`config.mk`:
```
export PLATFORM = sky130hd
export DESIGN_NAME = conv_layer_sequencer
export DESIGN_NICKNAME = d
export VERILOG_FILES = /design/src/rtl/conv_layer_sequencer.sv
export SDC_FILE = /design/constraint.sdc
export NUM_CORES = 1
export LEC_CHECK = 0
export BUFFER_PORTS_ARGS = -buffer_cell sky130_fd_sc_hd__buf_2
export CAP_MARGIN = 20
export CORE_MARGIN = 8
export CORE_UTILIZATION = 60
export DETAILED_ROUTE_END_ITERATION = 12
export PLACE_DENSITY = 0.81
export SETUP_SLACK_MARGIN = 0.02
export SLEW_MARGIN = 20
export SYNTH_ARGS = -nofsm -noshare
export SYNTH_HDL_FRONTEND = slang
export SYNTH_SLANG_ARGS = --single-unit
```
`constraint.sdc`:
```
create_clock -name clk -period 6.7 [get_ports clk]
set_input_delay 0.67 -clock clk [delete_from_list [all_inputs] [get_ports clk]]
set_output_delay 0.67 -clock clk [all_outputs]
set_load 0.01 [all_outputs]
```
`src/rtl/conv_layer_sequencer.sv`:
```
// rtl/conv_layer_sequencer.sv - frame-level scheduler for one convolutional layer instance
//
// Accepts a raster-order pixel stream, pulses conv_clk_en once per accepted
// pixel, tracks row/column/frame position, qualifies layer output for full
// filter windows and stalls the layer under downstream backpressure.
// Optional statistics outputs are enabled by defining CONV_SEQ_STATS_EN.
//
// Ports:
//   clk, rst_n          clock, asynchronous active-low reset
//   start, frames       job request and frame count (sampled in IDLE)
//   in_valid, in_ready  upstream pixel handshake
//   conv_clk_en         layer advance enable (in_valid & in_ready)
//   out_ready           downstream accepts window result
//   out_valid           window result valid
//   out_row, out_col    window top-left coordinates
//   out_last            last window of the current frame
//   busy, done          job in progress / one-cycle job-end pulse
//   stall_cycles        (CONV_SEQ_STATS_EN) backpressure cycle count, saturating
//   frames_done         (CONV_SEQ_STATS_EN) frames whose last window was handed off

`timescale 1ns/1ps

module conv_layer_sequencer #(
   parameter int IMAGE_SIZE      = 28,
   parameter int FILTER_SIZE     = 5,
   parameter int FRAME_CNT_WIDTH = 16,
   localparam int CW = (IMAGE_SIZE > 1) ? $clog2(IMAGE_SIZE) : 1
) (
   input  logic                       clk,
   input  logic                       rst_n,
   input  logic                       start,
   input  logic [FRAME_CNT_WIDTH-1:0] frames,
   input  logic                       in_valid,
   output logic                       in_ready,
   output logic                       conv_clk_en,
   input  logic                       out_ready,
   output logic                       out_valid,
   output logic [CW-1:0]              out_row,
   output logic [CW-1:0]              out_col,
   output logic                       out_last,
   output logic                       busy,
`ifdef CONV_SEQ_STATS_EN
   output logic [31:0]                stall_cycles,
   output logic [FRAME_CNT_WIDTH-1:0] frames_done,
`endif
   output logic                       done
);

   typedef enum logic [1:0] {
      IDLE   = 2'd0,
      STREAM = 2'd1,
      DRAIN  = 2'd2,
      DONE   = 2'd3
   } state_t;

   localparam logic [CW-1:0] LAST_IDX = CW'(IMAGE_SIZE - 1);
   localparam logic [CW-1:0] F_M1     = CW'(FILTER_SIZE - 1);

   state_t                     state;
   logic [CW-1:0]              row;
   logic [CW-1:0]              col;
   logic [FRAME_CNT_WIDTH-1:0] frame_cnt;
   logic [FRAME_CNT_WIDTH-1:0] frames_reg;

   logic accept;
   logic last_pix;
   logic last_frame;
   logic qualify;
   logic handoff;

   // A held result may only be replaced in the same cycle it is handed off.
   assign in_ready    = (state == STREAM) & (~out_valid | out_ready);
   assign accept      = in_valid & in_ready;
   assign conv_clk_en = accept;

   assign last_pix   = (row == LAST_IDX) & (col == LAST_IDX);
   // frame_cnt counts completed frames, so the final frame is frames_reg-1.
   assign last_frame = (frame_cnt == (frames_reg - FRAME_CNT_WIDTH'(1)));
   // Window is complete once the pixel at its bottom-right corner arrives.
   assign qualify    = accept & (row >= F_M1) & (col >= F_M1);
   assign handoff    = out_valid & out_ready;

   always_ff @(posedge clk or negedge rst_n) begin
      if (!rst_n) begin
         state        <= IDLE;
         row          <= '0;
         col          <= '0;
         frame_cnt    <= '0;
         frames_reg   <= '0;
         out_valid    <= 1'b0;
         out_row      <= '0;
         out_col      <= '0;
         out_last     <= 1'b0;
         busy         <= 1'b0;
         done         <= 1'b0;
`ifdef CONV_SEQ_STATS_EN
         stall_cycles <= '0;
         frames_done  <= '0;
`endif
      end else begin
         // Raster position advance.
         if (accept) begin
            if (col == LAST_IDX) begin
               col <= '0;
               if (row == LAST_IDX) begin
                  row       <= '0;
                  frame_cnt <= frame_cnt + 1'b1;
               end else begin
                  row <= row + 1'b1;
               end
            end else begin
               col <= col + 1'b1;
            end
         end

         // Result register: a new window takes priority over clearing on handoff.
         if (qualify) begin
            out_valid <= 1'b1;
            out_row   <= row - F_M1;
            out_col   <= col - F_M1;
            out_last  <= last_pix;
         end else if (handoff) begin
            out_valid <= 1'b0;
            out_last  <= 1'b0;
         end

`ifdef CONV_SEQ_STATS_EN
         if ((state == STREAM || state == DRAIN) && out_valid && !out_ready &&
             stall_cycles != '1)
            stall_cycles <= stall_cycles + 1'b1;
         if (handoff && out_last)
            frames_done <= frames_done + 1'b1;
`endif

         case (state)
            IDLE: begin
               if (start) begin
                  row        <= '0;
                  col        <= '0;
                  frame_cnt  <= '0;
                  frames_reg <= frames;
                  busy       <= 1'b1;
`ifdef CONV_SEQ_STATS_EN
                  stall_cycles <= '0;
                  frames_done  <= '0;
`endif
                  if (frames == '0) begin
                     state <= DONE;
                     done  <= 1'b1;
                  end else begin
                     state <= STREAM;
                  end
               end
            end
            STREAM: begin
               if (accept && last_pix && last_frame)
                  state <= DRAIN;
            end
            DRAIN: begin
               // Hold off completion until the final window has been taken.
               if (!out_valid || out_ready) begin
                  state <= DONE;
                  done  <= 1'b1;
               end
            end
            DONE: begin
               state <= IDLE;
               done  <= 1'b0;
               busy  <= 1'b0;
            end
            default: state <= IDLE;
         endcase
      end
   end

endmodule

```
==> results of run 1 <==
cells by family (layout without fill, tap and decap cells):
family                     count (synthesis)  in the layout  share of synthesized area (%)
and+or+nand+nor                          182            182                           25.5
DFF                                       58             58                           42.6
AOI/OAI and AO/OA                         49             49                           8.96
xor gates and xnor gates                  41             41                           10.9
buffers and inverters                     34             71                           3.82
adders and majority gates                 19             19                           6.98
muxes                                      4              4                           1.18
final cells by class:
class / count / share of cell area, %
clock buffers: 12 / 3.80
flip-flops and latches: 58 / 38.0
clock inverters: 3 / 1.05
repair buffers: 38 / 5.11
multi-input cells: 295 / 47.9
well taps: 72 / 2.36
inverters: 18 / 1.77
cell usage in the layout, fill, tap and decap left out, types with 4 or more instances in the layout:
cell type,netlist,routed
a21oi_1,7,7
buf_2,2,36
clkbuf_8,0,10
dfrtp_1,58,58
ha_1,19,19
inv_1,18,18
mux2i_1,4,4
nand2_1,81,81
nand3_1,8,8
nand3b_1,4,4
nand4_1,12,12
nor2_1,33,33
nor3_1,9,9
nor4_1,8,8
o21ai_0,24,23
xnor2_1,24,24
xor2_1,16,16
Yosys cell counts, drive strengths merged:
master    n  area share (%)
nand2    81             8.9
dfrtp    58              43
nor2     33             3.6
o21ai    24             3.5
xnor2    24             6.2
ha       19             7.0
inv      18             2.0
xor2     16             4.1
clkbuf   14             1.5
nand4    12             2.2
nor3     10             1.6
nor4      9             1.8
nand3     8             1.2
a21oi     7             1.0
mux2i     4             1.2
nand3b    4            0.88
and3      3            0.55
nand4b    3            0.77
nor2b     3            0.55
o221ai    3            0.77
or3       3            0.55
or4       3            0.66
a2111oi   2            0.51
and2      2            0.37
and4      2            0.51
buf       2            0.29
nand2b    2            0.37
o31ai     2            0.44
or2       2            0.37
a2111o    1            0.33
a211o     1            0.26
a211oi    1            0.22
a22oi     1            0.22
a31oi     1            0.18
a41oi     1            0.26
o211ai    1            0.22
o21bai    1            0.22
o221a     1            0.33
o22ai     1            0.18
o311ai    1            0.26
or3b      1            0.26
or4b      1            0.29
xnor3     1            0.66
power by group through the flow:
stage,clock network [mW],registers [mW],logic (mW)
2_1_floorplan,0,0.511,0.368
3_3_place_gp,0,0.532,0.469
3_5_place_dp,0,0.539,0.478
4_1_cts,0.313,0.533,0.488
5_1_grt,0.327,0.548,0.553
6_report,0.310,0.535,0.487
layer usage:
metal	up-vias	GRT usage [%]	wire [um]
met2	84	29.8	3390
met5	-	0	0
met1	1279	25.0	3480
met3	10	4.94	463
li1	1388	-	-
met4	0	6.55	85
stage by stage:
stage / hold WS (ns) / instance area [sq um] / power [mW] / cells
after detailed placement: 0.465 / 3630 / 1.02 / 481
after CTS: 0.480 / 3810 / 1.33 / 496
after global placement: 0.458 / 3630 / 1.00 / 481
after floorplan: 0.374 / 3410 / 0.879 / 387
after global routing: 0.501 / 3820 / 1.43 / 496
final: 0.473 / 3820 / 1.33 / 496
critical path, stage by stage (launching register included):
cell	delay (ns)
dfrtp_1	0.43
inv_1	0.12
ha_1	0.23
nand2_1	0.11
nor2_1	0.41
and4_1	0.52
nand4_1	0.25
nor3_1	0.23
a41oi_1	0.17
o221a_1	0.30
worst paths after layout:
| path | startpoint | endpoint | slack (ns) | depth (start not counted) |
|---|---|---|---|---|
| min reg2reg | out_row[4] | out_row[4] | 0.47 | 2 |
| min | out_row[4] | out_row[4] | 0.47 | 2 |
| min in group asynchronous | rst_n | out_row[2] | 0.49 | 2 |
| max | state[1] | state[0] | 3.82 | 9 |
| max in group asynchronous | rst_n | frames_reg[2] | 5.74 | 2 |
| max reg2reg | state[1] | state[0] | 3.82 | 9 |
==> metrics.csv, run 1 <==
stage,metric,value,unit
critical_path,worstSetupPathType,register to register,
timing,setup_ws,3.82,ns
clock_tree,cts_setup_buffers,0,
critical_path,startpoint_type,register,
timing,achievable-frequency,347,MHz
clock_tree,cts.clk_slew.worst_paths,0.07,ns
critical_path,arrival,3.10,ns
critical_path,required,6.91,ns
place,gp_congestion,0.908,
timing,hold_violations,0,
drt,vias_per_cell,5.57,
pwr,p_sw,0.517,mW
global_route,grt_pass1_vias,2787,
clock_tree,cts_buffers,9,
pwr,peakVddDrop,0.282,mV
run_status,status,finished clean,
synth,syn_area,3410,sq um
global_route,grt_max_degree,59,
finish,syn_to_final_growth,12.1,%
timing,min_period,2.88,ns
timing,worst_pin_slew,0.733,ns
clock_tree,clock-root-buffer,clkbuf_8,
floorplan,die_area,8350,sq um
worst_hold_path,hold_class,register to register,
synth,syn_nets,427,
global_route,grt-ovfl-total,0,
floorplan,coreArea,5510,sq um
pwr,p_leak,1.78,nW
clock_tree,ctsHoldBuffers,0,
synth,yosysSeqAreaShare,42.6,%
timing,clock-skew-final,0.00990,ns
timing,slew_headroom,50.7,%
drt,drc,0,
finish,area.sequential,1450,sq um
synth,synth_warnings,0,
timing,setup_violations,0,
floorplan,die_h,91.4,um
drt,ant_nets,0,
place,portBuffers,36,
finish,final_util,69.3,%
finish,drive_gt1_share,13.4,%
clock_tree,worstSkewPairLatency,0.32,ns
clock_tree,cts_sinks,58,
critical_path,path_max_fanout,9,
pwr,pwr_density_cell,349,nW/um^2
clock_tree,tritoncts,yes,
pwr,p_clk_share,23.3,%
clock_tree,cts_resized,0,
global_route,grt_use_total,19.1,%
timing,slew_viol_final,0,
global_route,grt_first_pass_wirelength,13100,um
drt,wl_per_cell,15.0,um
drt,drt_iter0_drc,193,
run,maxCapViolCount,0,
timing,grt_setup_unrepaired,no,
synth,avgSynthCellArea,8.80,sq um
finish,antenna_cells,0,
floorplan,start_util,61.9,%
pwr,combPwrFrac,36.6,%
timing,min_period_over_period,43.0,%
pwr,p_seq_share,40.1,%
place,pre_cts_slack,3.85,ns
clock_tree,cts_buffer_depth,2,
synth,synth-seq-cells,58,
drt,vias,2761,
finish,multi_input_area,1830,sq um
floorplan,num_rows,27,
finish,layout.nets,460,
drt,wl,7420,um
floorplan,die_x,91.4,um
pwr,switching_share,38.8,%
critical_path,endpoint_kind,register,
pwr,intPower,0.815,mW
place,dp_hpwl,5390,um
synth,syn_inst,387,
synth,ys_types,45,
drt,dr.pass1.iters,4,
clock_tree,cts_max_level,3,
global_route,grt_antenna_before_repair,0,
finish,fill_cells,428,
floorplan,ios,37,
timing,fin_setup_tns,0,ns
No activity file was read; power rests on OpenSTA's default activity.
==> inputs of run 2 (changes only) <==
--- a/config.mk
+++ b/config.mk
@@ -8,9 +8,9 @@
 export BUFFER_PORTS_ARGS = -buffer_cell sky130_fd_sc_hd__buf_2
 export CAP_MARGIN = 20
 export CORE_MARGIN = 8
-export CORE_UTILIZATION = 60
+export CORE_UTILIZATION = 59
 export DETAILED_ROUTE_END_ITERATION = 12
-export PLACE_DENSITY = 0.81
+export PLACE_DENSITY = 0.8
 export SETUP_SLACK_MARGIN = 0.02
 export SLEW_MARGIN = 20
 export SYNTH_ARGS = -nofsm -noshare
==> constraint.sdc (replaced) <==
create_clock -name clk -period 2.7 [get_ports clk]
set_input_delay 0.27 -clock clk [delete_from_list [all_inputs] [get_ports clk]]
set_output_delay 0.27 -clock clk [all_outputs]
set_load 0.01 [all_outputs]
==> metrics.csv, run 2 (synthesis results as in run 1) <==
stage,metric,value,unit
clock_tree,cts.clk_slew.worst_paths,0.06,ns
clock_tree,cts_max_level,3,
finish,antenna_cells,0,
drt,wl,7660,um
place,portBuffers,36,
global_route,grt_pass1_vias,2744,
finish,final_common_cell,nand2_1,
critical_path,reg2reg_depth,9,
timing,min_period,2.56,ns
floorplan,die_x,92.0,um
drt,ant_nets,0,
clock_tree,cts_setup_buffers,0,
critical_path,required,2.92,ns
floorplan,ios,37,
place,dp_cells,493,
critical_path,critical-path-max-stage-delay,0.48,ns
drt,drc,0,
critical_path,startpoint_type,register,
critical_path,ff2ff_setup_slack,0.14,ns
pwr,p_leak,1.84,nW
place,dp_hpwl,5780,um
pwr,peakVddDrop,0.583,mV
drt,vias_per_cell,5.72,
timing,fin_setup_tns,0,ns
floorplan,die_h,92.0,um
global_route,grt-ovfl-total,0,
finish,layout.nets,473,
clock_tree,clock-root-buffer,clkbuf_8,
critical_path,critPathLaunch,frames_reg[1],
worst_hold_path,hold_class,input port to register,
global_route,grt_first_pass_wirelength,12900,um
finish,final_cell_mix,"nand2_1 (81), dfrtp_1 (58), buf_2 (36)",
drt,drt_iter0_drc,132,
timing,setup_violations,0,
global_route,grt_antenna_before_repair,0,
timing,achievable-frequency,391,MHz
clock_tree,cts_buffer_depth,2,
timing,worst_pin_slew,0.561,ns
pwr,pwr_density_cell,856,nW/um^2
drt,dr.pass1.iters,5,
floorplan,num_rows,27,
critical_path,slowest_stage,or4b_4,
run_status,status,finished clean,
critical_path,arrival,2.78,ns
critical_path,r2r_end,state[0],
timing,hold_violations,0,
clock_tree,tritoncts,yes,
finish,drive_gt1_share,16.5,%
finish,stdcell_count,509,
drt,vias,2911,
timing,min_period_over_period,94.7,%
critical_path,path_cells,inv_2 > ha_1 > or4b_4 > a2111o_1 > a211o_1 > o221ai_2 > nor2b_1 > a41oi_1 > o221a_1,
timing,slew_headroom,61.6,%
run,maxCapViolCount,0,
critical_path,endpoint_kind,register,
global_route,grt_use_total,18.6,%
critical_path,r2r_start,frames_reg[1],
place,gp_congestion,0.947,
finish,syn_to_final_growth,14.8,%
critical_path,crit_end,state[0],
global_route,grt_max_degree,35,
critical_path,worstSetupPathType,register to register,
floorplan,coreArea,5540,sq um
timing,clock-skew-final,0.00463,ns
clock_tree,worstSkewPairLatency,0.33,ns
timing,slew_viol_final,0,
critical_path,path_max_fanout,4,
floorplan,die_area,8460,sq um
clock_tree,cts_buffers,9,
timing,grt_setup_unrepaired,no,
clock_tree,cts_sinks,58,
floorplan,start_util,61.5,%
drt,wl_per_cell,15.0,um
## run 2: timing repair
item | CTS | global route
hold buffers | 1 | 0
gates resized for setup | 0 | 3
endpoints found under the hold margin | 24 | 0
setup endpoints to repair | 0 | 2
## run 2: how the worst min path moves through the flow
stage / start / end / slack, ns / depth (start not counted)
final: frames[7] / frames_reg[7] / 0.14 / 3
after global routing: frames[14] / frames_reg[14] / 0.14 / 3
after CTS: frames[7] / frames_reg[7] / 0.13 / 3
after detailed placement: rst_n / out_row[3] / 0.30 / 1
after global placement: rst_n / out_row[2] / 0.29 / 1
after floorplan: rst_n / busy / -0.03 / 0
## run 2: metal layers
metal | wire length (um) | GRT usage (%) | up-vias
met3 | 397 | 4.07 | 13
met2 | 3430 | 28.1 | 100
met1 | 3700 | 25.4 | 1383
met4 | 132 | 7.25 | 0
met5 | 0 | 0 | -
li1 | - | - | 1415
## run 2: metrics by stage
step / area (sq um) / worst slack, ns / util, % / power [mW] / hold WS (ns)
detailed placement: 3720 / 0.0530 / 67.1 / 2.62 / 0.295
CTS: 3900 / 0.0602 / 70.4 / 3.33 / 0.132
global placement: 3720 / 0.135 / 67.1 / 2.57 / 0.287
floorplan: 3410 / 0.0911 / - / 2.18 / -0.0256
finish: 3910 / 0.142 / 70.6 / 3.35 / 0.145
global route: 3910 / 0.0219 / 70.6 / 3.56 / 0.142
## run 2: worst max-delay path, delay by kind of cell, from the launching register on
| family | cells | cell delay, ns |
|---|---|---|
| fa+ha+maj | 1 | 0.15 |
| buf+inv | 1 | 0.07 |
| simple gates | 2 | 0.64 |
| flops | 1 | 0.41 |
| compound gates | 5 | 1.16 |
## run 2: area by class of cell
type / instances / area [sq um]
repair buffers: 51 / 295
multi-input cells: 295 / 1840
clock inverters: 3 / 15.0
flip-flops and latches: 58 / 1450
clock buffers: 12 / 155
inverters: 18 / 67.6
fillers: 461 / 1630
well taps: 72 / 90.1
## run 2: report_power, final
| group | internal [mW] | leakage, nW | switching, mW |
|---|---|---|---|
| clock | 0.373 | 0.0920 | 0.329 |
| sequential | 1.07 | 0.764 | 0.250 |
| combinational | 0.585 | 0.987 | 0.738 |
| total | 2.03 | 1.84 | 1.32 |
==> inputs of run 3 (changes only) <==
--- a/config.mk
+++ b/config.mk
@@ -7,6 +7,7 @@
 export LEC_CHECK = 0
 export BUFFER_PORTS_ARGS = -buffer_cell sky130_fd_sc_hd__buf_2
 export CAP_MARGIN = 20
+export CORE_ASPECT_RATIO = 0.6
 export CORE_MARGIN = 8
 export CORE_UTILIZATION = 59
 export DETAILED_ROUTE_END_ITERATION = 12
==> metrics.csv, run 3 (synthesis results as in run 1) <==
stage,metric,value,unit
run_status,status,finished clean,
clock_tree,cts.clk_slew.worst_paths,0.07,ns
timing,hold_violations,0,
global_route,grt_use_total,21.5,%
clock_tree,worstSkewPairLatency,0.35,ns
critical_path,critical_path_depth,9,
critical_path,critical-path-max-stage-delay,0.51,ns
timing,min_period,2.56,ns
global_route,grt_first_pass_wirelength,13900,um
finish,fill_cells,419,
floorplan,coreArea,5570,sq um
clock_tree,cts_buffers,9,
clock_tree,cts_max_level,3,
finish,drive_gt1_share,17.5,%
finish,finalInstanceArea,3950,sq um
pwr,peakVddDrop,0.486,mV
drt,wl_per_cell,16.6,um
critical_path,required,2.94,ns
critical_path,arrival,2.80,ns
floorplan,ios,37,
finish,area.sequential,1450,sq um
global_route,grt-ovfl-total,0,
drt,dr.pass1.iters,5,
global_route,grt_pass1_vias,2732,
floorplan,start_util,61.2,%
clock_tree,cts_sinks,58,
drt,drt_iter0_drc,257,
place,portBuffers,36,
floorplan,num_rows,21,
place,dp_hpwl,6240,um
place,dpl_cell_area,3740,sq um
clock_tree,tritoncts,yes,
floorplan,die_h,74.9,um
timing,achievable-frequency,391,MHz
timing,slew_headroom,37.8,%
critical_path,reg2reg_depth,9,
timing,slew_viol_final,0,
drt,vias,2950,
critical_path,path_buf_inv,1,
global_route,grt_max_degree,43,
critical_path,slowest_stage,or4b_4,
global_route,grt_antenna_before_repair,0,
floorplan,die_area,8540,sq um
finish,antenna_cells,0,
finish,final_common_cell,nand2_1,
drt,drc,0,
worst_hold_path,hold_class,input port to async pin,
finish,syn_to_final_growth,16.0,%
timing,min_period_over_period,94.8,%
timing,grt_setup_unrepaired,no,
floorplan,die_x,114,um
finish,layout.nets,475,
finish,final_cell_mix,"nand2_1 (81), dfrtp_1 (58), buf_2 (36)",
drt,wl,8640,um
timing,worst_pin_slew,0.933,ns
run,maxCapViolCount,0,
critical_path,crit_family,compound AO/OA/AOI/OAI gates,
critical_path,worstSetupPathType,register to register,
clock_tree,cts_buffer_depth,2,
critical_path,startpoint_type,register,
critical_path,path_cells,inv_1 > ha_1 > or4b_4 > a2111o_1 > a211o_1 > o221ai_1 > nor2b_2 > a41oi_1 > o221a_1,
pwr,pwr_density_cell,870,nW/um^2
critical_path,endpoint_kind,register,
timing,fin_setup_tns,0,ns
drt,vias_per_cell,5.68,
timing,clock-skew-final,0.00896,ns
timing,setup_violations,0,
clock_tree,clock-root-buffer,clkbuf_8,
drt,ant_nets,0,
critical_path,path_max_fanout,5,
place,gp_congestion,0.936,
finish,multi_input_area,1840,sq um
pwr,p_leak,1.86,nW
[run 3: cell count changes in the layout (fill, tap and decap cells not counted), sizes merged]
cell	change
clkbuf	+1
clkinv	-1
buf	+3
dlygate4sd3	-1
[run 3: worst register-to-register path, cell delays in order, from the launching register on]
cell and delay [ns]:
dfrtp_1 0.40, inv_1 0.09, ha_1 0.17, or4b_4 0.51
a2111o_1 0.31, a211o_1 0.27, o221ai_1 0.09, nor2b_2 0.18
a41oi_1 0.15, o221a_1 0.28
[run 3: path summary, 6_finish.rpt]
| check | slack, ns | startpoint | endpoint |
|---|---|---|---|
| setup / recovery | 0.14 | frames_reg[1] | state[0] |
| hold / removal | 0.06 | rst_n | col[1] |
| setup reg to reg | 0.14 | frames_reg[1] | state[0] |
| hold reg to reg | 0.47 | out_col[4] | out_col[4] |
| max in group asynchronous | 1.94 | rst_n | frames_reg[15] |
| min in group clk | 0.13 | frames[7] | frames_reg[7] |
[run 3: power breakdown]
| part | switching [mW] | internal (mW) |
|---|---|---|
| clock network | 0.342 | 0.425 |
| logic | 0.765 | 0.575 |
| registers | 0.260 | 1.07 |
[run 3: stage by stage]
stage | cells | worst slack [ns] | utilization (%) | hold slack (ns) | power [mW]
after global placement | 503 | 0.0835 | 67.2 | 0.457 | 2.57
after floorplan | 387 | 0.0911 | - | -0.0256 | 2.18
after CTS | 518 | 0.0781 | 70.7 | 0.0854 | 3.40
final | 519 | 0.141 | 71.0 | 0.0599 | 3.44
after detailed placement | 503 | 0.0103 | 67.2 | 0.462 | 2.61
after global routing | 519 | 0.0311 | 71.0 | 0.136 | 3.66
[run 3: repair_timing]
action / 4_1_cts / 5_1_grt
buffers inserted: 0 / 1
hold buffers: 0 / 0
pin swaps: 0 / 2
cloned: 0 / 0
setup endpoints to repair: 1 / 3
gates resized for setup: 1 / 3
[run 3: cell type report]
class	instances	area share, %
sequential	58	36.7
timing repair buffer	53	7.79
multi-input combinational	295	46.5
clock buffer	13	4.53
clock inverter	2	0.253
inverter	18	1.71
tap	80	2.53
[run 3: routing by layer]
layer / GRT usage (%) / vias to the layer above / share of wire (%)
met5: 0 / - / 0
li1: - / 1420 / -
met4: 7.47 / 0 / 1.3
met3: 8.09 / 15 / 10
met1: 29.6 / 1391 / 48
met2: 30.2 / 124 / 40
